===== config.mk =====
export PLATFORM = sky130hd
export DESIGN_NAME = input_port_buffer
export DESIGN_NICKNAME = d
export VERILOG_FILES = /design/src/rtl/input_port_buffer.sv
export SDC_FILE = /design/constraint.sdc
export NUM_CORES = 1
export LEC_CHECK = 0
export CAP_MARGIN = 20
export CORE_MARGIN = 10
export CORE_UTILIZATION = 25
export CTS_BUF_LIST = sky130_fd_sc_hd__clkbuf_8
export CTS_CLUSTER_SIZE = 25
export DETAILED_ROUTE_END_ITERATION = 10
export DONT_BUFFER_PORTS = 1
export SYNTH_ARGS = -nofsm -noshare
export SYNTH_HDL_FRONTEND = slang
export SYNTH_SLANG_ARGS = --single-unit

===== constraint.sdc =====
create_clock -name clk -period 5.3 [get_ports clk]
set_clock_uncertainty 0.05 [all_clocks]
set_input_delay 1.06 -clock clk [delete_from_list [all_inputs] [get_ports clk]]
set_output_delay 1.06 -clock clk [all_outputs]
set_load 0.02 [all_outputs]

===== src/rtl/input_port_buffer.sv =====
// Input-port flit buffer: circular FIFO between an upstream link and the inner router.
// Returns one credit per consumed flit and flags flits dropped on arrival while full.
module input_port_buffer #(
    parameter int WIDTH = 16,
    parameter int DEPTH = 4
) (
    input  logic                         clk,
    input  logic                         reset,
    input  logic [WIDTH-1:0]             data_i,
    input  logic                         valid_i,
    output logic [WIDTH-1:0]             data_o,
    output logic                         valid_o,
    input  logic                         pop_i,
    output logic                         credit_o,
    output logic [$clog2(DEPTH+1)-1:0]   count_o,
    output logic                         overflow_o
);

    localparam int AW = (DEPTH > 1) ? $clog2(DEPTH) : 1;
    localparam int CW = $clog2(DEPTH + 1);

    localparam logic [CW-1:0] FULL_CNT = CW'(DEPTH);
    localparam logic [AW-1:0] LAST_PTR = AW'(DEPTH - 1);

    logic [WIDTH-1:0] r_mem [DEPTH];
    logic [AW-1:0]    r_wr_ptr;
    logic [AW-1:0]    r_rd_ptr;
    logic [CW-1:0]    r_count;
    logic             r_credit;
    logic             r_overflow;

    logic             w_empty;
    logic             w_full;
    logic             w_pop;
    logic             w_push;
    logic             w_drop;
    logic [AW-1:0]    w_wr_ptr_nxt;
    logic [AW-1:0]    w_rd_ptr_nxt;

    assign w_empty = (r_count == '0);
    assign w_full  = (r_count == FULL_CNT);

    // A pop frees a slot in the same cycle, so a full buffer still accepts a push alongside a pop.
    assign w_pop  = pop_i & ~w_empty;
    assign w_push = valid_i & (~w_full | w_pop);
    assign w_drop = valid_i & w_full & ~w_pop;

    assign w_wr_ptr_nxt = (r_wr_ptr == LAST_PTR) ? '0 : r_wr_ptr + AW'(1);
    assign w_rd_ptr_nxt = (r_rd_ptr == LAST_PTR) ? '0 : r_rd_ptr + AW'(1);

    always_ff @(posedge clk) begin
        if (reset) begin
            r_wr_ptr   <= '0;
            r_rd_ptr   <= '0;
            r_count    <= '0;
            r_credit   <= 1'b0;
            r_overflow <= 1'b0;
        end else begin
            if (w_push) begin
                r_wr_ptr <= w_wr_ptr_nxt;
            end
            if (w_pop) begin
                r_rd_ptr <= w_rd_ptr_nxt;
            end
            case ({w_push, w_pop})
                2'b10:   r_count <= r_count + CW'(1);
                2'b01:   r_count <= r_count - CW'(1);
                default: r_count <= r_count;
            endcase
            r_credit <= w_pop;
            if (w_drop) begin
                r_overflow <= 1'b1;
            end
        end
    end

    // Storage is not cleared; occupancy alone decides what is visible.
    always_ff @(posedge clk) begin
        if (!reset && w_push) begin
            r_mem[r_wr_ptr] <= data_i;
        end
    end

    assign valid_o    = ~w_empty;
    assign data_o     = w_empty ? '0 : r_mem[r_rd_ptr];
    assign count_o    = r_count;
    assign credit_o   = r_credit;
    assign overflow_o = r_overflow;

endmodule

# Yosys cells after proc, flatten, opt, wreduce, memory -nomap -nowiden
# Memories as Yosys holds them, arrays and structs flattened. A register that Yosys moved wholly into a read port is not among the register bits.
# Cells that the tools add are included.
[word_totals]
reg_bits = 9
mem_bits_rw = 64
inputBits = 20
out_inout_bits = 22
wordCells = 35
memories = 1
[memory_table]
columns = ["memory", "words", "word_bits", "read_ports", "rd_ports_with_merged_regs", "wr", "line_no", "rtl"]
rows = [
  ["r_mem", 4, 16, 1, 1, 1, "25", "logic [WIDTH-1:0] r_mem [DEPTH];"],
]
[op_classes]
addsub = 4
n_eq_ne = 5
n_mux = 8
bitwise = 8
n_reduce_logical = 4
[op_table]
columns = ["op", "n"]
rows = [
  ["$mux 16", 1],
  ["$mux 2", 4],
  ["$eq 2x2->1 const B", 3],
  ["$pmux 3 s2", 1],
  ["$add 2x1->2 const B", 2],
  ["$and 1x1->1", 4],
  ["$add 3x1->3 const B", 1],
  ["$eq 3x3->1 const B", 1],
  ["$logic_not 3->1", 1],
  ["$not 1->1", 3],
  ["$sub 3x1->3 const B", 1],
  ["$eq 2x1->1 const B", 1],
  ["$mux 1", 2],
  ["$reduce_bool 2->1", 1],
  ["$logic_and 1x1->1", 1],
  ["$logic_not 1->1", 1],
  ["$or 1x1->1", 1],
]

# Longest topological paths before layout
# Gate-level depths: netlist of run 1.
[logic_depth]
ltp_word = 8
depth_mapped = 8
depth_no_buf = 7

# Worst setup path before layout of run 1
# No wires, ideal clock.
[synth_path]
kind = "in2reg"
startpoint = "in valid_i"
endpoint = "mem r_mem[0][0] (enable)"
setup_ps = 374
arrival_ps = 2031
t_required_ps = 4876
setup_slack_ps = 2845
stages = 4
path_buffers = 1
path_cell_list = "buf_2 -> inv_1 -> nor3_1 -> and2_1"
[synth_between]
elab_chain_len = 4
[synth_rtl]
columns = ["element", "line_no", "rtl"]
rows = [
  ["start: declaration", "10", "input logic valid_i,"],
  ["$and 1x1->1", "45", "assign w_push = valid_i & (~w_full | w_pop);"],
  ["$logic_and 1x1->1", "79", "if (!reset && w_push) begin"],
  ["$mux 1", "79", ""],
  ["$mux 1 (not written as such)", "80", "r_mem[r_wr_ptr] <= data_i;"],
  ["end: declaration", "25", ""],
]
# No other way between the ends.

==> metrics.txt, run 1 <==
All-Layer GR Usage 0.0727; Vias/cell 4.40; first-pass GRT wire length 8830 um; Worst EP required 4.19 ns; GPL Wtd Cong 0.671; fraction of layout cells with a size suffix above 1 0.186; n_diodes 0; Mean Syn Cell Area 18.1 um^2; Chip Width 130 um; TNS Setup 0 ns; Leak 1.06 nW; hold buffers post-CTS 0; GR Util met3 0.0387; async set-reset flop share out of synthesis 0; hpwl dp 3840 um; DRC viols 0; largest family of logic cells by synthesized area multiplexers; pin count of the biggest net entering global routing 18; drt pass-1 iters 4; DR iter-0 viols 65; crit share post-route 0.586; post-synthesis mux area share 0.134; met1 Usage GRT 0.0668; routed length per instance 18.3 um; initial antenna violation count 0; Max-Cap Viols 0; HP Start r_rd_ptr[0]$_SDFFE_PP0N_; xor and xnor area share after synthesis 0.00287; multi-input logic area 830 um^2; syn nets 194; minimum clock period 3.11 ns; vias in the first global route 1504; row cnt 40; filler instances 1162; CTS Buffer Depth 2; Area Overhead vs Synth 11.5%; Worst slew margin 0.392; Post-CTS Setup Bufs 0; most common cell after layout, fill and taps aside edfxtp_1; Tightest Pin Transition 0.912 ns; fin cells 324; Final Max Slew Viols 0; Crit Path Max Fanout 16; critical path startpoint category register; nets 198; area leader, netlist edfxtp_1; full die area 0.0170 mm^2; Worst Hold Class reg2reg; final hold viol count 0; Simple-Gate Fraction of Synth Area 0.0796; routed via count 1426; Mapped Area 0.00305 mm^2; Root Driver clkbuf_8; total power 1.52 mW; PortBufs 0; gr busiest metal met2; post-CTS sizing 0; status complete, no violations; commonest non-fill, non-tap cells in the layout 64 x edfxtp_1, 16 x nor2b_1, 12 x mux4_2, 11 x dfxtp_1, 10 x nor2_1; Reg clk slew, reported paths 0.07 ns; Post-synth EDFFs 64; ranking of synthesized cells by area edfxtp_1 63%, mux4_2 8.9%, dfxtp_1 7.2%, mux4_1 3.4%, nor2b_1 3.3%; grt met2 use 0.120; CTS tree done; cell count after synthesis 168; yosys warns 0; Die Ht 130 um; Setup-failing EPs final 0; Sink Count 75; Total Routed Length 5910 um; worst vdd ir 0.122 mV; ANT nets after route 0; post-placement cell count 307; DP Area 0.00318 mm^2; Synth Register Bits 75; H-tree depth 3; Clock Latency Late Sink 0.35 ns; setup repair after global routing missed its margin no; CP Class reg2out; final instance area 0.00340 mm^2; critical path arrival 2.00 ns; power per cell area 448 mW/mm^2; Main synth FF type edfxtp_1; FF+latch area 0.00214 mm^2; core area 0.0120 mm^2; Initial Util 0.255; Distinct cells, synth 35; RR Startpoint count_o[2]$_SDFFE_PP0P_; Num CTS Buffers 9; Worst Setup End Kind output pin; post-synthesis adder-cell area fraction 0.0271; share of the synthesized area in the top cell type 0.631; Top-Level Pins 42; hold slack 0.446 ns; Compound-Gate Fraction of Synth Area 0.0267; sequential element share of the synthesized area 0.703; Fmax achieved 322 MHz; global route total overflow 0
registers in the layout, summed over array words and instances, names as in the netlist, named ones only:
name,count
overflow_o,1
credit_o,1
r_wr_ptr,2
r_rd_ptr,2
r_mem,64
count_o,3
final timing paths:
path	cells past startpoint	to	slack, ns
max	2	data_o[4]	2.19
min	2	register	0.45
max reg2reg	7	count_o[2]$_SDFFE_PP0P_	2.68
min reg2reg	2	register	0.45
layer usage:
layer  wire, um  up-vias
li1           -      657
met3        576       11
met5          0        -
met2       2960       31
met1       2180      727
met4        195        0
cell type report:
cell class / instances / share of cell area
inverter: 6 / 0.00663
tap: 147 / 0.0541
clock buffer: 9 / 0.0365
clock inverter: 7 / 0.0203
timing repair buffer: 1 / 0.00810
multi-input combinational: 79 / 0.244
sequential: 75 / 0.630
synth_stat cells, types with 2 or more instances:
cell type  count
edfxtp_1      64
nor2b_1       16
mux4_2        12
dfxtp_1       11
nor2_1        10
inv_1          6
ha_1           5
a21oi_1        4
and2_1         4
mux4_1         4
buf_2          3
clkbuf_2       2
mux2_2         2
nand3b_1       2
o21ai_0        2
or3_1          2
power by group:
part           total [mW]  switching, mW  internal [mW]
Clock               0.423          0.208          0.214
Sequential          0.737         0.0597          0.677
Combinational       0.364          0.222          0.142
Total                1.52          0.490           1.03
critical path, cell delays in order, from the launching register on:
cell and delay (ns):
dfxtp_1 0.87, mux4_2 0.33, nor2b_1 0.44
cells by family after synthesis:
kind of cell / after synthesis
fa+ha+maj: 6
buf+inv: 14
compound gates: 12
mux: 19
simple gates: 41
flops: 75
xor+xnor: 1
stage by stage:
| step | worst slack (ns) | util |
|---|---|---|
| after detailed placement | 2.19 | 0.266 |
| after floorplan | 2.85 | - |
| after CTS | 1.80 | 0.282 |
| after global placement | 2.21 | 0.266 |
| final | 2.19 | 0.284 |
| after global routing | 2.05 | 0.284 |
No activity file was read; power rests on OpenSTA's default activity.
==> run 2: changes to the inputs <==
clock period = 2.8 ns   (was 5.3 ns; I/O delays follow)
==> run 2 against run 1 <==
Compared with the run above: die area unchanged; global-route usage grew 0.085 points; critical path type unchanged; largest cell class unchanged; final area up 1.7%; wire length is 2.6% higher.
==> metrics.txt, run 2 (synthesized netlist as in run 1, its figures left out) <==
Most flops, register r_mem; drt pass-1 iters 4; Clock Latency Late Sink 0.34 ns; crit share post-route 0.937; switching power 0.926 mW; Top-Level Pins 42; Largest register FFs 64; Max-Cap Viols 0; Num CTS Buffers 9; commonest non-fill, non-tap cells in the layout 64 x edfxtp_1, 16 x nor2b_1, 12 x mux4_2, 11 x dfxtp_1, 10 x nor2_1; most common cell after layout, fill and taps aside edfxtp_1; final hold viol count 0; DR iter-0 viols 92; power per cell area 890 mW/mm^2; routed via count 1446; nets 203; Worst Hold Class in2reg; Worst slew margin 0.406; WL met1 2360 um; status complete, no violations; setup repair after global routing missed its margin no; metal3 WL 557 um; Crit Path Max Fanout 9; Tightest Pin Transition 0.891 ns; Seq pwr share 0.444; max layer used met4; minimum clock period 2.62 ns; post-layout util 0.289; cells on worst reg2reg path 7; hpwl dp 4070 um; DRC viols 0; first-pass GRT wire length 8950 um; met2 wire length 3040 um; Leak 1.12 nW; clock power share 0.313; H-tree depth 3; TNS Setup 0 ns; FF-to-FF End count_o[2]$_SDFFE_PP0P_; GPL Wtd Cong 0.714; fraction of layout cells with a size suffix above 1 0.203; Reg2Reg Setup Slack 0.43 ns; full die area 0.0170 mm^2; Root Driver clkbuf_8; routed length per instance 18.4 um; fin cells 329; CTS tree done; post-CTS sizing 0; Chip Width 130 um; Sink Count 75; critical path arrival 2.01 ns; Worst Setup End Kind output pin; core area 0.0120 mm^2; vias in the first global route 1568; Final Max Slew Viols 0; pin count of the biggest net entering global routing 18; post-placement cell count 313; HP Start reset; worst vdd ir 0.245 mV; WHS Endpoint r_wr_ptr[0]$_SDFFE_PP0P_; Total Routed Length 6060 um; Die Ht 130 um; PortBufs 0; Initial Util 0.255; Area Overhead vs Synth 13.4%; Fmax achieved 381 MHz; Int Pwr 2.15 mW; CP Class reg2out; row cnt 40; Reg clk slew, reported paths 0.08 ns; RR Startpoint count_o[2]$_SDFFE_PP0P_; switching fraction of total power 0.301; initial antenna violation count 0; Setup-failing EPs final 0; critical path startpoint category register; global route total overflow 0; ANT nets after route 0; Post-CTS Setup Bufs 0; CTS Buffer Depth 2; All-Layer GR Usage 0.0736; Logic pwr share 0.244; WHS Path Cells 1; n_diodes 0; Vias/cell 4.40; Worst EP required 2.19 ns; hold buffers post-CTS 0
==> run 2: how the worst max path moves through the flow <==
| stage | slack, ns | start | cells past startpoint | endpoint |
|---|---|---|---|---|
| after global routing | 0.008 | register | 3 | data_o[11] |
| after floorplan | 0.69 | count_o[2]$_SDFFE_PP0P_ | 8 | count_o[2]$_SDFFE_PP0P_ |
| after global placement | 0.45 | count_o[2]$_SDFFE_PP0P_ | 7 | count_o[2]$_SDFFE_PP0P_ |
| after detailed placement | 0.41 | count_o[2]$_SDFFE_PP0P_ | 7 | count_o[2]$_SDFFE_PP0P_ |
| after CTS | 0.09 | register | 3 | data_o[3] |
| final | 0.18 | register | 3 | data_o[11] |
==> run 2: critical path, stage by stage, from the launching register on <==
cell     delay (ns)
dfxtp_1        0.65
mux4_1         0.63
nor2b_1        0.17
buf_4          0.21
==> run 2: area by class of cell <==
class	instances	area, um^2
fill	1155	8500
tap	147	184
sequential	75	2140
timing repair buffer	6	45.0
inverter	6	22.5
clock inverter	7	110
multi-input combinational	79	830
clock buffer	9	124
==> run 2: layer usage <==
layer  global-route usage  vias up
met2                0.120       31
met4               0.0412        0
met1               0.0726      743
met3               0.0419        7
li1                     -      665
met5                    0        -
==> run 2: through the flow <==
stage               worst slack (ns)  power, mW  hold slack [ns]  cell area (um^2)
floorplan                      0.689       1.98            0.413              3050
global placement               0.451       2.16            0.423              3220
detailed placement             0.411       2.17            0.439              3220
CTS                           0.0928       3.13            0.209              3460
global route                 0.00833       3.23            0.205              3460
finish                         0.176       3.08            0.228              3460
==> run 2: power groups by stage <==
| stage | sequential (mW) | combinational (mW) | clock [mW] |
|---|---|---|---|
| detailed placement | 1.40 | 0.773 | 0 |
| global route | 1.38 | 0.815 | 1.04 |
| finish | 1.37 | 0.750 | 0.962 |
| floorplan | 1.37 | 0.615 | 0 |
| CTS | 1.37 | 0.775 | 0.988 |
| global placement | 1.39 | 0.768 | 0 |
==> run 3: changes to the inputs <==
MAX_ROUTING_LAYER = met4   (was default)
==> run 3 against run 2 <==
Compared with the run above: clock power hardly changed; global-route usage up 0.22 points; flip-flop and latch count did not move; hold slack worse by 0.0014 ns; largest cell class unchanged; sequential share of layout area stayed put; final cell count stayed put; sequential power barely moved; utilization unchanged; highest routed layer unchanged; non-clock buffer count did not move; via count up 0.55%; largest power group unchanged; final area unchanged; critical path type unchanged; maximum frequency down 0.11%.
==> metrics.txt, run 3 (synthesized netlist as in run 1, its figures left out) <==
PortBufs 0; Chip Width 130 um; multi-input logic area 830 um^2; Root Driver clkbuf_8; GPL Wtd Cong 0.722; H-tree depth 3; Clock Latency Late Sink 0.34 ns; worst vdd ir 0.244 mV; Worst path max stage delay 0.65 ns; nets 203; initial antenna violation count 0; status complete, no violations; core area 0.0120 mm^2; hold slack 0.227 ns; CTS tree done; post-CTS sizing 0; hpwl dp 4070 um; Area Overhead vs Synth 13.4%; routed length per instance 18.5 um; Worst slew margin 0.405; Final Max Slew Viols 0; CTS Buffer Depth 2; Die Ht 130 um; All-Layer GR Usage 0.0757; hold buffers post-CTS 0; FF+latch area 0.00214 mm^2; minimum clock period 2.63 ns; pin count of the biggest net entering global routing 18; Sink Count 75; Worst Setup End Kind output pin; grt met2 use 0.120; sum of buffers and inverters on the critical path 1; Tightest Pin Transition 0.893 ns; setup repair after global routing missed its margin no; CP Class reg2out; crit share post-route 0.938; met1 Usage GRT 0.0733; drt pass-1 iters 4; first-pass GRT wire length 8970 um; Initial Util 0.255; Reg clk slew, reported paths 0.08 ns; Max-Cap Viols 0; commonest non-fill, non-tap cells in the layout 64 x edfxtp_1, 16 x nor2b_1, 12 x mux4_2, 11 x dfxtp_1, 10 x nor2_1; TNS Setup 0 ns; Worst Hold Class in2reg; power per cell area 889 mW/mm^2; routed via count 1454; critical path startpoint category register; gr busiest metal met2; Largest register FFs 64; critical path cell sequence mux4_1 > nor2b_1 > buf_4; Worst EP required 2.19 ns; Setup-failing EPs final 0; GR Util met3 0.0411; Total Routed Length 6080 um; most common cell after layout, fill and taps aside edfxtp_1; filler instances 1155; Num CTS Buffers 9; Top-Level Pins 42; Crit Path Max Fanout 9; DR iter-0 viols 107; Leak 1.12 nW; critical path arrival 2.02 ns; row cnt 40; ANT nets after route 0; fraction of layout cells with a size suffix above 1 0.203; global route total overflow 0; CP top delay family flip-flops; DRC viols 0; full die area 0.0170 mm^2; slowest CP cell dfxtp_1; Post-CTS Setup Bufs 0; n_diodes 0; Fmax achieved 381 MHz; Most flops, register r_mem; Vias/cell 4.42; final hold viol count 0; vias in the first global route 1561
run 3: per-stage QoR:
stage / total power [mW] / utilization / area, um^2 / std cells / setup slack (ns)
5_1_grt: 3.24 / 0.289 / 3460 / 329 / 0.00888
3_3_place_gp: 2.16 / 0.269 / 3220 / 313 / 0.451
2_1_floorplan: 1.98 / - / 3050 / 168 / 0.689
4_1_cts: 3.13 / 0.289 / 3460 / 329 / 0.0928
6_report: 3.07 / 0.289 / 3460 / 329 / 0.173
3_5_place_dp: 2.17 / 0.269 / 3220 / 313 / 0.411
run 3: worst reg2reg max path: stages (launching register included):
cell and delay, ns:
dfxtp_1 0.47, nor3_4 0.74, inv_1 0.13, nand3_1 0.13, fa_1 0.18, nand3b_1 0.09, or3_1 0.32, a31oi_1 0.16
run 3: metal layers:
layer / up-vias / part of all wire / wire length [um]
met5: - / 0 / 0
met4: 0 / 0.024 / 148
met3: 10 / 0.090 / 548
met2: 32 / 0.49 / 3010
met1: 747 / 0.39 / 2380
li1: 665 / - / -
run 3: layout make-up:
class | count | share of cell area
clock inverter | 7 | 0.0318
inverter | 6 | 0.00651
tap | 147 | 0.0532
clock buffer | 9 | 0.0358
sequential | 75 | 0.620
timing repair buffer | 6 | 0.0130
multi-input combinational | 79 | 0.240
run 3: worst paths after layout:
| check | from | to | slack, ns | depth (start not counted) |
|---|---|---|---|---|
| max | register | data_o[11] | 0.17 | 3 |
| min | reset | r_wr_ptr[1]$_SDFFE_PP0P_ | 0.23 | 1 |
| max reg2reg | count_o[2]$_SDFFE_PP0P_ | count_o[2]$_SDFFE_PP0P_ | 0.46 | 7 |
| min reg2reg | r_rd_ptr[0]$_SDFFE_PP0N_ | register | 0.44 | 2 |
run 3: power breakdown:
| part | internal, mW | switching (mW) |
|---|---|---|
| clock | 0.584 | 0.378 |
| combinational | 0.285 | 0.461 |
| sequential | 1.28 | 0.0836 |
| total | 2.15 | 0.923 |
